$ cat config.mk
export PLATFORM = sky130hd
export DESIGN_NAME = block_timer_flat
export DESIGN_NICKNAME = d
export VERILOG_FILES = /design/src/rtl/block_timer_pkg.sv /design/src/rtl/block_timer_if.sv /design/src/rtl/block_timer_tc_counter.sv /design/src/rtl/block_timer.sv /design/src/flat_wrapper.sv
export SDC_FILE = /design/constraint.sdc
export NUM_CORES = 1
export LEC_CHECK = 0
export ABC_AREA = 1
export CAP_MARGIN = 20
export CORE_MARGIN = 5
export CORE_UTILIZATION = 55
export CTS_CLUSTER_DIAMETER = 120
export CTS_CLUSTER_SIZE = 16
export DETAILED_ROUTE_END_ITERATION = 12
export PLACE_DENSITY = 0.91
export SLEW_MARGIN = 20
export SYNTH_ARGS = -nofsm -noshare
export SYNTH_HDL_FRONTEND = slang
export SYNTH_SLANG_ARGS = --single-unit
$ cat constraint.sdc
create_clock -name clk -period 2.27 [get_ports clk]
set_input_delay 0.227 -clock clk [delete_from_list [all_inputs] [get_ports clk]]
set_output_delay 0.227 -clock clk [all_outputs]
set_load 0.01 [all_outputs]
$ cat src/rtl/block_timer_pkg.sv
// rtl/block_timer_pkg.sv - shared types and default sizes for the block timer
// Purpose: FSM state encoding plus default WIDTH / BLK_W / NUM_BLKS values.
// Ports: none (package).
package block_timer_pkg;

  typedef enum logic [1:0] {
    ST_IDLE  = 2'd0,
    ST_RUN   = 2'd1,
    ST_FLUSH = 2'd2,
    ST_ERR   = 2'd3
  } state_t;

  localparam int DEF_WIDTH    = 16;
  localparam int DEF_BLK_W    = 3;
  localparam int DEF_NUM_BLKS = 6;

endpackage

$ cat src/rtl/block_timer_if.sv
// rtl/block_timer_if.sv - controller-side bundle of the block timer
// Purpose: groups the load/enable controls and the timer status outputs.
// Ports (signals): en, load, term, blk_sel (controller -> timer);
//                  q, blk, cout, wrap, restart, error, busy (timer -> controller).
// Modports: master = controller, slave = timer.
interface block_timer_if
  import block_timer_pkg::*;
#(
  parameter int WIDTH = DEF_WIDTH,
  parameter int BLK_W = DEF_BLK_W
) ();

  logic             en;
  logic             load;
  logic [WIDTH-1:0] term;
  logic [BLK_W-1:0] blk_sel;
  logic [WIDTH-1:0] q;
  logic [BLK_W-1:0] blk;
  logic             cout;
  logic             wrap;
  logic             restart;
  logic             error;
  logic             busy;

  modport master (
    output en, load, term, blk_sel,
    input  q, blk, cout, wrap, restart, error, busy
  );

  modport slave (
    input  en, load, term, blk_sel,
    output q, blk, cout, wrap, restart, error, busy
  );

endinterface

$ cat src/rtl/block_timer_tc_counter.sv
// rtl/block_timer_tc_counter.sv - up-counter with sync clear and terminal compare
// Purpose: WIDTH-bit cycle counter used by block_timer.
// Ports: clk, reset (sync, active-high), clr (sync clear), en (count),
//        term (terminal value), q (count), tc (q == term).
module tc_counter
  import block_timer_pkg::*;
#(
  parameter int WIDTH = DEF_WIDTH
) (
  input  logic             clk,
  input  logic             reset,
  input  logic             clr,
  input  logic             en,
  input  logic [WIDTH-1:0] term,
  output logic [WIDTH-1:0] q,
  output logic             tc
);

  always_ff @(posedge clk) begin
    if (reset || clr) begin
      q <= '0;
    end else if (en) begin
      q <= q + WIDTH'(1);
    end
  end

  assign tc = (q == term);

endmodule

$ cat src/rtl/block_timer.sv
// rtl/block_timer.sv - programmable block timer with restart pulse and block stepping
// Purpose: counts enabled cycles to term_r, steps the block index, pulses restart
//          one cycle after each terminal count, flags invalid block selections.
// Ports: clk, reset (sync, active-high), bus (block_timer_if.slave:
//        en, load, term, blk_sel in; q, blk, cout, wrap, restart, error, busy out).
module block_timer
  import block_timer_pkg::*;
#(
  parameter int WIDTH    = DEF_WIDTH,
  parameter int BLK_W    = DEF_BLK_W,
  parameter int NUM_BLKS = DEF_NUM_BLKS
) (
  input logic         clk,
  input logic         reset,
  block_timer_if.slave bus
);

  localparam logic [BLK_W-1:0] LAST_BLK = BLK_W'(NUM_BLKS - 1);

  state_t           state, state_nx;
  logic [WIDTH-1:0] term_r;
  logic [WIDTH-1:0] q_w;
  logic [BLK_W-1:0] blk_r;
  logic             restart_r;
  logic             error_r;
  logic             tc;
  logic             sel_ok;
  logic             cout_c;
  logic             wrap_c;
  logic             busy_c;
  logic             cnt_clr;
  logic             cnt_en;

  // One extra bit so NUM_BLKS == 2**BLK_W still compares correctly.
  assign sel_ok = ({1'b0, bus.blk_sel} < (BLK_W + 1)'(NUM_BLKS));

  // Counter clears on load and on terminal; it only advances below terminal.
  assign cnt_clr = bus.load | cout_c;
  assign cnt_en  = (state == ST_RUN) & bus.en & ~tc;

  tc_counter #(.WIDTH(WIDTH)) u_cnt (
    .clk   (clk),
    .reset (reset),
    .clr   (cnt_clr),
    .en    (cnt_en),
    .term  (term_r),
    .q     (q_w),
    .tc    (tc)
  );

  // State register
  always_ff @(posedge clk) begin
    if (reset) begin
      state <= ST_IDLE;
    end else begin
      state <= state_nx;
    end
  end

  // Next-state logic
  always_comb begin
    state_nx = state;
    if (bus.load) begin
      state_nx = sel_ok ? ST_RUN : ST_ERR;
    end else begin
      case (state)
        ST_RUN:   if (bus.en && tc) state_nx = ST_FLUSH;
        ST_FLUSH: state_nx = ST_RUN;
        ST_ERR:   state_nx = ST_ERR;
        default:  state_nx = ST_IDLE;
      endcase
    end
  end

  // Output logic; load suppresses a terminal in its own cycle.
  always_comb begin
    cout_c = 1'b0;
    wrap_c = 1'b0;
    busy_c = 1'b0;
    if (state == ST_RUN || state == ST_FLUSH) busy_c = 1'b1;
    if (state == ST_RUN && bus.en && !bus.load && tc) cout_c = 1'b1;
    if (cout_c && blk_r == LAST_BLK) wrap_c = 1'b1;
  end

  // Terminal value, block index, restart pulse and sticky error flag
  always_ff @(posedge clk) begin
    if (reset) begin
      term_r    <= '0;
      blk_r     <= '0;
      restart_r <= 1'b0;
      error_r   <= 1'b0;
    end else begin
      restart_r <= cout_c;
      if (bus.load) begin
        term_r  <= bus.term;
        blk_r   <= sel_ok ? bus.blk_sel : '0;
        error_r <= ~sel_ok;
      end else if (cout_c) begin
        blk_r <= wrap_c ? '0 : blk_r + BLK_W'(1);
      end
    end
  end

  assign bus.q       = q_w;
  assign bus.blk     = blk_r;
  assign bus.cout    = cout_c;
  assign bus.wrap    = wrap_c;
  assign bus.restart = restart_r;
  assign bus.error   = error_r;
  assign bus.busy    = busy_c;

endmodule

$ cat src/flat_wrapper.sv
// flat-port wrapper written by rule: the top's interface ports become plain ports
module block_timer_flat import block_timer_pkg::*;
#(
  parameter int WIDTH    = DEF_WIDTH,
  parameter int BLK_W    = DEF_BLK_W,
  parameter int NUM_BLKS = DEF_NUM_BLKS
)
  (clk, reset, bus_en, bus_load, bus_term, bus_blk_sel, bus_q, bus_blk, bus_cout, bus_wrap, bus_restart, bus_error, bus_busy);
  block_timer_if #(.WIDTH(WIDTH), .BLK_W(BLK_W)) bus_i ();
  input logic clk;
  input logic reset;
  input wire logic [$bits(bus_i.en)-1:0] bus_en;
  input wire logic [$bits(bus_i.load)-1:0] bus_load;
  input wire logic [$bits(bus_i.term)-1:0] bus_term;
  input wire logic [$bits(bus_i.blk_sel)-1:0] bus_blk_sel;
  output wire logic [$bits(bus_i.q)-1:0] bus_q;
  output wire logic [$bits(bus_i.blk)-1:0] bus_blk;
  output wire logic [$bits(bus_i.cout)-1:0] bus_cout;
  output wire logic [$bits(bus_i.wrap)-1:0] bus_wrap;
  output wire logic [$bits(bus_i.restart)-1:0] bus_restart;
  output wire logic [$bits(bus_i.error)-1:0] bus_error;
  output wire logic [$bits(bus_i.busy)-1:0] bus_busy;
  assign bus_i.en = bus_en;
  assign bus_i.load = bus_load;
  assign bus_i.term = bus_term;
  assign bus_i.blk_sel = bus_blk_sel;
  assign bus_q = bus_i.q;
  assign bus_blk = bus_i.blk;
  assign bus_cout = bus_i.cout;
  assign bus_wrap = bus_i.wrap;
  assign bus_restart = bus_i.restart;
  assign bus_error = bus_i.error;
  assign bus_busy = bus_i.busy;
  block_timer #(.WIDTH(WIDTH), .BLK_W(BLK_W), .NUM_BLKS(NUM_BLKS)) u_core (.clk(clk), .reset(reset), .bus(bus_i));
endmodule
=== Word level (Yosys, flattened, before mapping) ===
Index checks and enable logic that the tools add are counted.

* Register bits after elaboration: 39
* Input port bits: 23
* Output and inout port bits: 24

* Add/subtract/negate cells: 2
* Order comparisons: 1
* Equal/unequal tests: 6
* Muxes and demuxes: 11
* Bitwise operators: 5
* Reduce and logical (&&, ||, !) cells: 9

{| class="wikitable"
|+ Operators by type and width
! kind !! count
|-
| adder 16 x 1 -> 16 bit, second input constant || 1
|-
| equality test 16 bit || 1
|-
| 2-to-1 mux 3 bit || 4
|-
| 2-to-1 mux 2 bit || 3
|-
| case mux 2 bit (3 select lines) || 1
|-
| logical AND 1 bit || 5
|-
| equality test 2 bit, second input constant || 2
|-
| adder 3 x 1 -> 3 bit, second input constant || 1
|-
| equality test 3 bit, second input constant || 1
|-
| < comparator 3 bit, second input constant || 1
|-
| 2-to-1 mux 1 bit || 3
|-
| inequality test 3 x 2 -> 1 bit, second input constant || 1
|-
| AND 1 bit || 2
|-
| equality test 2 x 1 -> 1 bit, second input constant || 1
|-
| logical OR 1 bit || 2
|-
| inverter 1 bit || 2
|-
| nonzero test 2 bit || 1
|-
| logical NOT 1 bit || 1
|-
| bitwise OR 1 bit || 1
|}

=== Longest topological paths before layout ===
Gate-level depths: netlist (run 1).

* Depth in word-level cells: 10
* Gate-level depth with buffers: 12
* Depth with buffers taken out: 11

=== Hierarchy ===
Synthesis (run 1) repeated with hierarchy kept, for this count alone.

* Cell total of the unflattened synthesis: 311
* Area total of the unflattened synthesis: 2127.0 um^2

{| class="wikitable"
|+ Modules (own cells, without submodules)
! module !! times used !! cells an instance !! area each (um^2) !! seq. area each (um^2)
|-
| block_timer || 1 || 145 || 1079.8 || 460.4
|-
| tc_counter || 1 || 166 || 1047.3 || 320.3
|}

=== Least setup slack after synthesis (run 1) ===
OpenSTA, ideal clock, no wires.

* Kind: register to output
* Start point: register u_core.u_cnt.q[2]
* End point: output bus_wrap
* Arrival: 1.415 ns
* Data required time: 2.043 ns
* Slack: 0.628 ns
* Cell stages (with the launch flop): 12
* Buffers on the path: 1
* Path through: dfxtp_1 buf_4 inv_2 nand2_1 nand2_1 nor2_4 nand2_4 nor2_8 nand3_1 inv_1 nand2_1 nor2_1

* Word-level cells in the longest chain between the ends: 5

{| class="wikitable"
|+ Ends and longest elaborated chain
! item !! line !! source
|-
| start: declaration || block_timer_tc_counter.sv:15 || <nowiki>output logic [WIDTH-1:0] q,</nowiki>
|-
| start signal: assignment || block_timer_tc_counter.sv:23 || <nowiki>q <= q + WIDTH'(1);</nowiki>
|-
| equality test 16 bit || block_timer_tc_counter.sv:27 || <nowiki>assign tc = (q == term);</nowiki>
|-
| logical AND 1 bit || block_timer.sv:81 || <nowiki>if (state == ST_RUN && bus.en && !bus.load && tc) cout_c = 1'b1;</nowiki>
|-
| 2-to-1 mux 1 bit || block_timer.sv:81 ||
|-
| logical AND 1 bit || block_timer.sv:82 || <nowiki>if (cout_c && blk_r == LAST_BLK) wrap_c = 1'b1;</nowiki>
|-
| 2-to-1 mux 1 bit || block_timer.sv:82 ||
|-
| end: declaration || flat_wrapper.sv:19 || <nowiki>output wire logic [$bits(bus_i.wrap)-1:0] bus_wrap;</nowiki>
|}

Every way passes these cells.

=== Final worst setup path (run 1) ===
* Start point: register u_core.u_cnt.q[4]
* End point: output bus_cout

* Word-level cells in the longest chain between the ends: 3

{| class="wikitable"
|+ Ends and longest elaborated chain
! item !! line !! source
|-
| equality test 16 bit || block_timer_tc_counter.sv:27 ||
|-
| logical AND 1 bit || block_timer.sv:81 ||
|-
| 2-to-1 mux 1 bit || block_timer.sv:81 ||
|-
| end: declaration || flat_wrapper.sv:18 || <nowiki>output wire logic [$bits(bus_i.cout)-1:0] bus_cout;</nowiki>
|}

Every way passes these cells.

==> results of run 1 <==
## synth_stat cells
| library cell | instances |
|---|---|
| o21ai_0 | 20 |
| nand3_1 | 29 |
| nand3_4 | 2 |
| inv_1 | 39 |
| nor2_2 | 2 |
| nor2_1 | 21 |
| a21oi_2 | 10 |
| a21oi_1 | 29 |
| buf_1 | 1 |
| nor2_4 | 1 |
| inv_2 | 8 |
| buf_6 | 1 |
| ha_1 | 7 |
| buf_2 | 1 |
| nor3_1 | 10 |
| nor2_8 | 2 |
| xor2_1 | 15 |
| buf_4 | 1 |
| clkinv_1 | 1 |
| buf_8 | 1 |
| clkbuf_1 | 7 |
| nand4_1 | 4 |
| nand2_4 | 3 |
| nand2_1 | 83 |
| nand2_2 | 2 |
| dfxtp_1 | 39 |
## where the power goes
group | switching, mW | internal, mW | leakage, nW
logic | 0.130 | 0.103 | 0.845
clock network | 0.240 | 0.277 | 0.0515
registers | 0.0184 | 0.709 | 0.326
## stage by stage
stage / util [%] / total power, mW / cell area, sq um
floorplan: - / 0.891 / 2340
global placement: 70.5 / 0.968 / 2860
detailed placement: 70.5 / 0.976 / 2860
CTS: 73.3 / 1.49 / 2980
global route: 73.3 / 1.54 / 2970
finish: 73.3 / 1.48 / 2970
## logic make-up (layout without fill, tap and decap cells)
| group | after synthesis | after routing |
|---|---|---|
| xor+xnor | 15 | 15 |
| compound gates | 59 | 59 |
| flops | 39 | 39 |
| buf+inv | 60 | 111 |
| fa+ha+maj | 7 | 7 |
| simple gates | 159 | 159 |
## worst min-delay path by stage
| stage | start | to | cells past startpoint |
|---|---|---|---|
| 2_1_floorplan | reset | u_core.bus.error | 1 |
| 6_report | u_core.term_r[8] | u_core.term_r[8] | 2 |
| 5_1_grt | u_core.term_r[8] | u_core.term_r[8] | 2 |
| 3_5_place_dp | u_core.term_r[10] | u_core.term_r[10] | 2 |
| 3_3_place_gp | u_core.bus.error | u_core.bus.error | 2 |
| 4_1_cts | u_core.term_r[10] | u_core.term_r[10] | 2 |
## registers in the layout, summed over array words and instances, names as in the netlist
| register | count |
|---|---|
| u_core.term_r | 16 |
| u_core.u_cnt.q | 16 |
| u_core.bus.blk | 3 |
| u_core.state | 2 |
| u_core.bus.error | 1 |
| u_core.bus.restart | 1 |
## worst register-to-register path, delay by kind of cell (launching register included)
kind            cells  cell delay [ns]
flops               1             0.37
buf+inv             2             0.37
fa+ha+maj           1             0.21
compound gates      1             0.16
simple gates        3             0.48
## routing by layer
metal | share of wire (%) | GRT usage, % | vias up
li1 | - | - | 1175
met1 | 44 | 25.3 | 1037
met4 | 1.6 | 7.38 | 0
met3 | 5.4 | 5.87 | 10
met5 | 0 | 0 | -
met2 | 49 | 36.2 | 55
## final cells by class
class	instances	area, sq um	share of cell area (%)
well taps	50	62.6	2.10
flip-flops and latches	39	800	26.9
clock buffers	8	100	3.37
multi-input cells	240	1310	44.0
inverters	48	180	6.06
repair buffers	55	522	17.5
==> impl_metrics.csv, run 1 <==
group,metric,value,unit
outcome,status,"finished clean",
route,drt_wl_total,5.60,mm
worst_setup_path,regToRegEndpoint,"u_core.u_cnt.q[10]",
floorplanning,core,4060,sq um
worst_setup_path,crit_arrival,1.86,ns
global_routing,grt_usage,21.1,%
floorplanning,pin_count,47,
clock_network,cts_buffer_depth,2,
worst_setup_path,crit_path_frequent_cell,"nand2_1",
clock_network,cts.repair.resized,15,
synth,synthMuxAreaShare,0,%
synth,synth-simple-area-share,32.3,%
synth,syn_avg_cell_area,6.89,sq um
layout,area_growth_syn_to_layout,27.2,%
placement,hpwl,4.28,mm
global_routing,grt_pass1_wl,9.29,mm
synth,syn_inst,339,
worst_setup_path,slowest_delay,0.37,ns
worst_setup_path,path_cells,"inv_2 > nand2_1 > nand2_1 > nor2_2 > nand2_2 > nor2_8 > nand3_1 > inv_1 > nand2_1 > inv_1 > dlygate4sd2_1",
layout,final_cell_mix,"nand2_1, clkdlybuf4s50_1, inv_1, nand3_1, a21oi_1",
synth,yosys.area_share.xor_xnor,5.62,%
worst_setup_path,worstReg2RegStart,"u_core.state[1]",
worst_setup_path,cp_max_fo,5,
synth,synth_compound_area_share,14.2,%
clock_network,cts_tree,"yes",
timing,fin_skew,0.00300,ns
layout,drive_above_1_share,15.1,%
global_routing,gr-total-overflow,0,
worst_setup_path,cpMaxStageDelayCell,"dfxtp_2",
worst_setup_path,crit_buf_inv,4,
floorplanning,die-area,5650,sq um
layout,insertedDiodeCount,0,
clock_network,root_buffer,"clkbuf_8",
worst_setup_path,cp-endpoint,"bus_cout",
synth,synthAdderAreaFrac,3.75,%
global_routing,grt_pass1_vias,2221,
worst_setup_path,cp.depth,11,
synth,yosysTopAreaCell,"dfxtp_1",
worst_setup_path,required,2.04,ns
placement,pre_cts_slack,0.120,ns
timing,worstMarginPinSlew,0.397,ns
placement,placedCellCount,432,
synth,synth_top_cell_area_share,33.4,%
synth,netlist-cell-type-count,26,
synth,ys_top_cells_by_area,"dfxtp_1, nand2_1, inv_1",
clock_network,numCtsBuffers,5,
synth,synth_sequential_area_ratio,33.4,%
synth,synth_area,2340,sq um
clock_network,clock_latency,0.29,ns
power_and_ir_drop,p_leak,1.22,nW
route,vias_per_cell,5.18,
floorplanning,die_w,75.2,um
timing,hold_ws,0.474,ns
floorplanning,rows,23,
route,via_count,2277,
placement,port_buffers,46,
timing,fin_ws,0.188,ns
worst_setup_path,crit_family,"simple AND/OR/NAND/NOR gates",
timing,rsz0062_at_grt,"false",
worst_setup_path,start_kind,"register",
route,drt_first_iter_violations,173,
layout,fin_nets,419,
power_and_ir_drop,ir_drop,0.424,mV
worst_setup_path,end_kind,"output pin",
timing,fin_tns_setup,0,ns
worst_hold_path,hold_class,"reg2reg",
route,route.detailed.drc,0,
worst_setup_path,crit_path_start,"u_core.u_cnt.q[4]",
global_routing,grt_max_degree,24,
timing,drv_slew,0,
clock_network,clk_pin_slew,0.07,ns
clock_network,cts.htree.levels,2,
clock_network,postCtsSetupBuffers,0,
clock_network,clkSinkCount,39,
power_and_ir_drop,power_density,497,nW/um^2
route,ant_nets,0,
worst_setup_path,rrSetupSlack,0.60,ns
timing,setup_viol,0,
floorplanning,die-height,75.2,um
floorplanning,start_util,57.6,%
worst_setup_path,reg2reg_depth,7,
route,dr.pass1.iters,4,
placement,gp_congestion,0.893,
layout,fill_cells,343,
layout,layout_commonest_cell,"nand2_1",
synth,synth-seq-cells,39,
synth,yosysWarnings,0,
run,cap_viol_max_count,0,
clock_network,cts-hold-fix-buffers,0,
worst_setup_path,path_class,"reg2out",
synth,synth_top_family_by_area,"simple AND/OR/NAND/NOR gates",
timing,fin_crit,2.08,ns
layout,stdcell_count,440,
timing,hold_viol,0,
global_routing,antenna_found_initial,0,
timing,fmax,480,MHz
synth,syn_nets,369,
route,wire_per_inst,12.7,um
timing,max_slew_margin,73.5,%
timing,min_period_over_period,91.7,%
Note: power is estimated with default switching activity, not from simulation.
==> inputs of run 2 (changes only) <==
--- a/config.mk
+++ b/config.mk
@@ -7,7 +7,7 @@
 export LEC_CHECK = 0
 export ABC_AREA = 1
 export CAP_MARGIN = 20
-export CORE_MARGIN = 5
+export CORE_MARGIN = 8
 export CORE_UTILIZATION = 55
 export CTS_CLUSTER_DIAMETER = 120
 export CTS_CLUSTER_SIZE = 16
==> impl_metrics.csv, run 2 (synthesis results as in run 1) <==
group,metric,value,unit
route,ant_nets,0,
worst_setup_path,worstReg2RegStart,"u_core.state[1]",
global_routing,use_met3,5.74,%
power_and_ir_drop,power_frac_clock,35.3,%
worst_hold_path,holdPathStages,2,
worst_setup_path,start_kind,"register",
clock_network,cts_tree,"yes",
layout,area_growth_syn_to_layout,26.6,%
global_routing,met1_usage,22.5,%
worst_hold_path,hold_class,"reg2reg",
route,wire_per_inst,13.5,um
route,drt_first_iter_violations,107,
layout,insertedDiodeCount,0,
route,route.detailed.drc,0,
layout,final_cell_mix,"nand2_1, clkdlybuf4s50_1, inv_1",
timing,fin_crit,2.11,ns
worst_hold_path,hold_end,"u_core.bus.error",
timing,max_slew_margin,57.7,%
timing,fmax,474,MHz
floorplanning,die_w,81.2,um
floorplanning,rows,23,
power_and_ir_drop,power_density,502,nW/um^2
clock_network,clkSinkCount,39,
worst_setup_path,crit_arrival,1.88,ns
worst_setup_path,end_kind,"output pin",
route,drt_wl_total,5.92,mm
clock_network,clk_pin_slew,0.08,ns
power_and_ir_drop,ir_drop,0.315,mV
timing,rsz0062_at_grt,"false",
worst_setup_path,regToRegEndpoint,"u_core.u_cnt.q[1]",
clock_network,numCtsBuffers,5,
power_and_ir_drop,p_comb_share,15.6,%
timing,fin_skew,0.00785,ns
route,vias_per_cell,5.23,
floorplanning,die-area,6590,sq um
route,via_count,2296,
power_and_ir_drop,p_sw_share,26.6,%
floorplanning,pin_count,47,
worst_setup_path,cp_max_fo,4,
worst_setup_path,rrSetupSlack,0.58,ns
global_routing,grt_pass1_vias,2317,
floorplanning,start_util,57.6,%
timing,hold_viol,0,
placement,port_buffers,46,
global_routing,met2_usage,33.0,%
global_routing,grt_pass1_wl,10.1,mm
floorplanning,core,4060,sq um
layout,layout_commonest_cell,"nand2_1",
global_routing,antenna_found_initial,0,
clock_network,root_buffer,"clkbuf_8",
power_and_ir_drop,p_leak,1.22,nW
placement,hpwl,4.47,mm
clock_network,cts_buffer_depth,2,
clock_network,cts.htree.levels,2,
global_routing,grt_max_degree,26,
worst_hold_path,hp-start,"u_core.bus.error",
worst_setup_path,required,2.04,ns
placement,gp_congestion,0.926,
worst_setup_path,reg2reg_depth,7,
layout,fin_nets,418,
power_and_ir_drop,p_sw,0.395,mW
route,dr.pass1.iters,5,
timing,fin_tns_setup,0,ns
timing,worstMarginPinSlew,0.634,ns
layout,final_area,2960,sq um
worst_setup_path,path_class,"reg2out",
clock_network,clock_latency,0.29,ns
placement,place_area,2850,sq um
global_routing,grt_usage,19.1,%
global_routing,gr-total-overflow,0,
layout,drive_above_1_share,14.4,%
timing,setup_viol,0,
run,cap_viol_max_count,0,
timing,drv_slew,0,
timing,min_period_over_period,92.9,%
outcome,status,"finished clean",
floorplanning,die-height,81.2,um
global_routing,top_usage_layer,"met2",
power_and_ir_drop,seq_power_share,49.1,%
power_and_ir_drop,intPower,1.09,mW
## run 2: final cells by class
cell class,instances,area (sq um)
clock buffer,8,100
fill,343,1100
inverter,48,180
multi-input combinational,240,1310
sequential,39,793
tap,50,62.6
timing repair buffer,54,514
## run 2: metrics by stage
stage / setup slack (ns) / cells / utilization, % / hold WS (ns) / total power [mW]
finish: 0.162 / 439 / 72.9 / 0.473 / 1.48
detailed placement: 0.0599 / 431 / 70.3 / 0.461 / 0.975
global placement: 0.147 / 431 / 70.3 / 0.456 / 0.967
global route: 0.00380 / 439 / 72.9 / 0.494 / 1.56
floorplan: 0.628 / 339 / - / 0.296 / 0.891
CTS: 0.0992 / 439 / 73.0 / 0.474 / 1.49
## run 2: worst max path at each step
stage,start,end,slack [ns],cells past startpoint
2_1_floorplan,u_core.u_cnt.q[2],bus_wrap,0.63,11
3_3_place_gp,u_core.u_cnt.q[0],bus_wrap,0.15,11
3_5_place_dp,u_core.u_cnt.q[0],bus_wrap,0.06,11
4_1_cts,u_core.u_cnt.q[0],bus_wrap,0.1,11
5_1_grt,u_core.u_cnt.q[4],bus_cout,0.004,11
6_report,u_core.u_cnt.q[7],bus_cout,0.16,11
## run 2: power by group through the flow
stage,Sequential (mW),Combinational (mW),Clock [mW]
finish,0.729,0.231,0.524
global route,0.732,0.259,0.569
CTS,0.729,0.233,0.526
detailed placement,0.745,0.231,0
global placement,0.743,0.224,0
floorplan,0.743,0.149,0
## run 2: worst max-delay path, stage by stage, from the launching register on
cell and delay, ns:
dfxtp_1 0.40, inv_2 0.07, nand2_1 0.06, nand2_1 0.06, nor2_2 0.14, nand2_4 0.08, nor2_8 0.16, nand3_1 0.11
inv_1 0.08, nand2_1 0.08, inv_1 0.06, dlygate4sd2_1 0.27
## run 2: what timing repair did
action / CTS / global route
buffers inserted: 0 / 0
endpoints found under the hold margin: 0 / 0
setup endpoints to repair: 2 / 2
resized for setup: 11 / 3
hold buffers: 0 / 0
## run 2: layer usage
metal | share of wire (%) | vias to the layer above | wire, um
li1 | - | 1176 | -
met1 | 43 | 1030 | 2570
met2 | 48 | 79 | 2870
met3 | 6.9 | 11 | 410
met4 | 1.2 | 0 | 70
met5 | 0 | - | 0
==> inputs of run 3 (changes only) <==
--- a/config.mk
+++ b/config.mk
@@ -9,7 +9,7 @@
 export CAP_MARGIN = 20
 export CORE_MARGIN = 8
 export CORE_UTILIZATION = 55
-export CTS_CLUSTER_DIAMETER = 120
+export CTS_CLUSTER_DIAMETER = 150
 export CTS_CLUSTER_SIZE = 16
 export DETAILED_ROUTE_END_ITERATION = 12
 export PLACE_DENSITY = 0.91
==> results of run 3 <==
The final DEF is identical to that of run 2; final timing and power are the same.
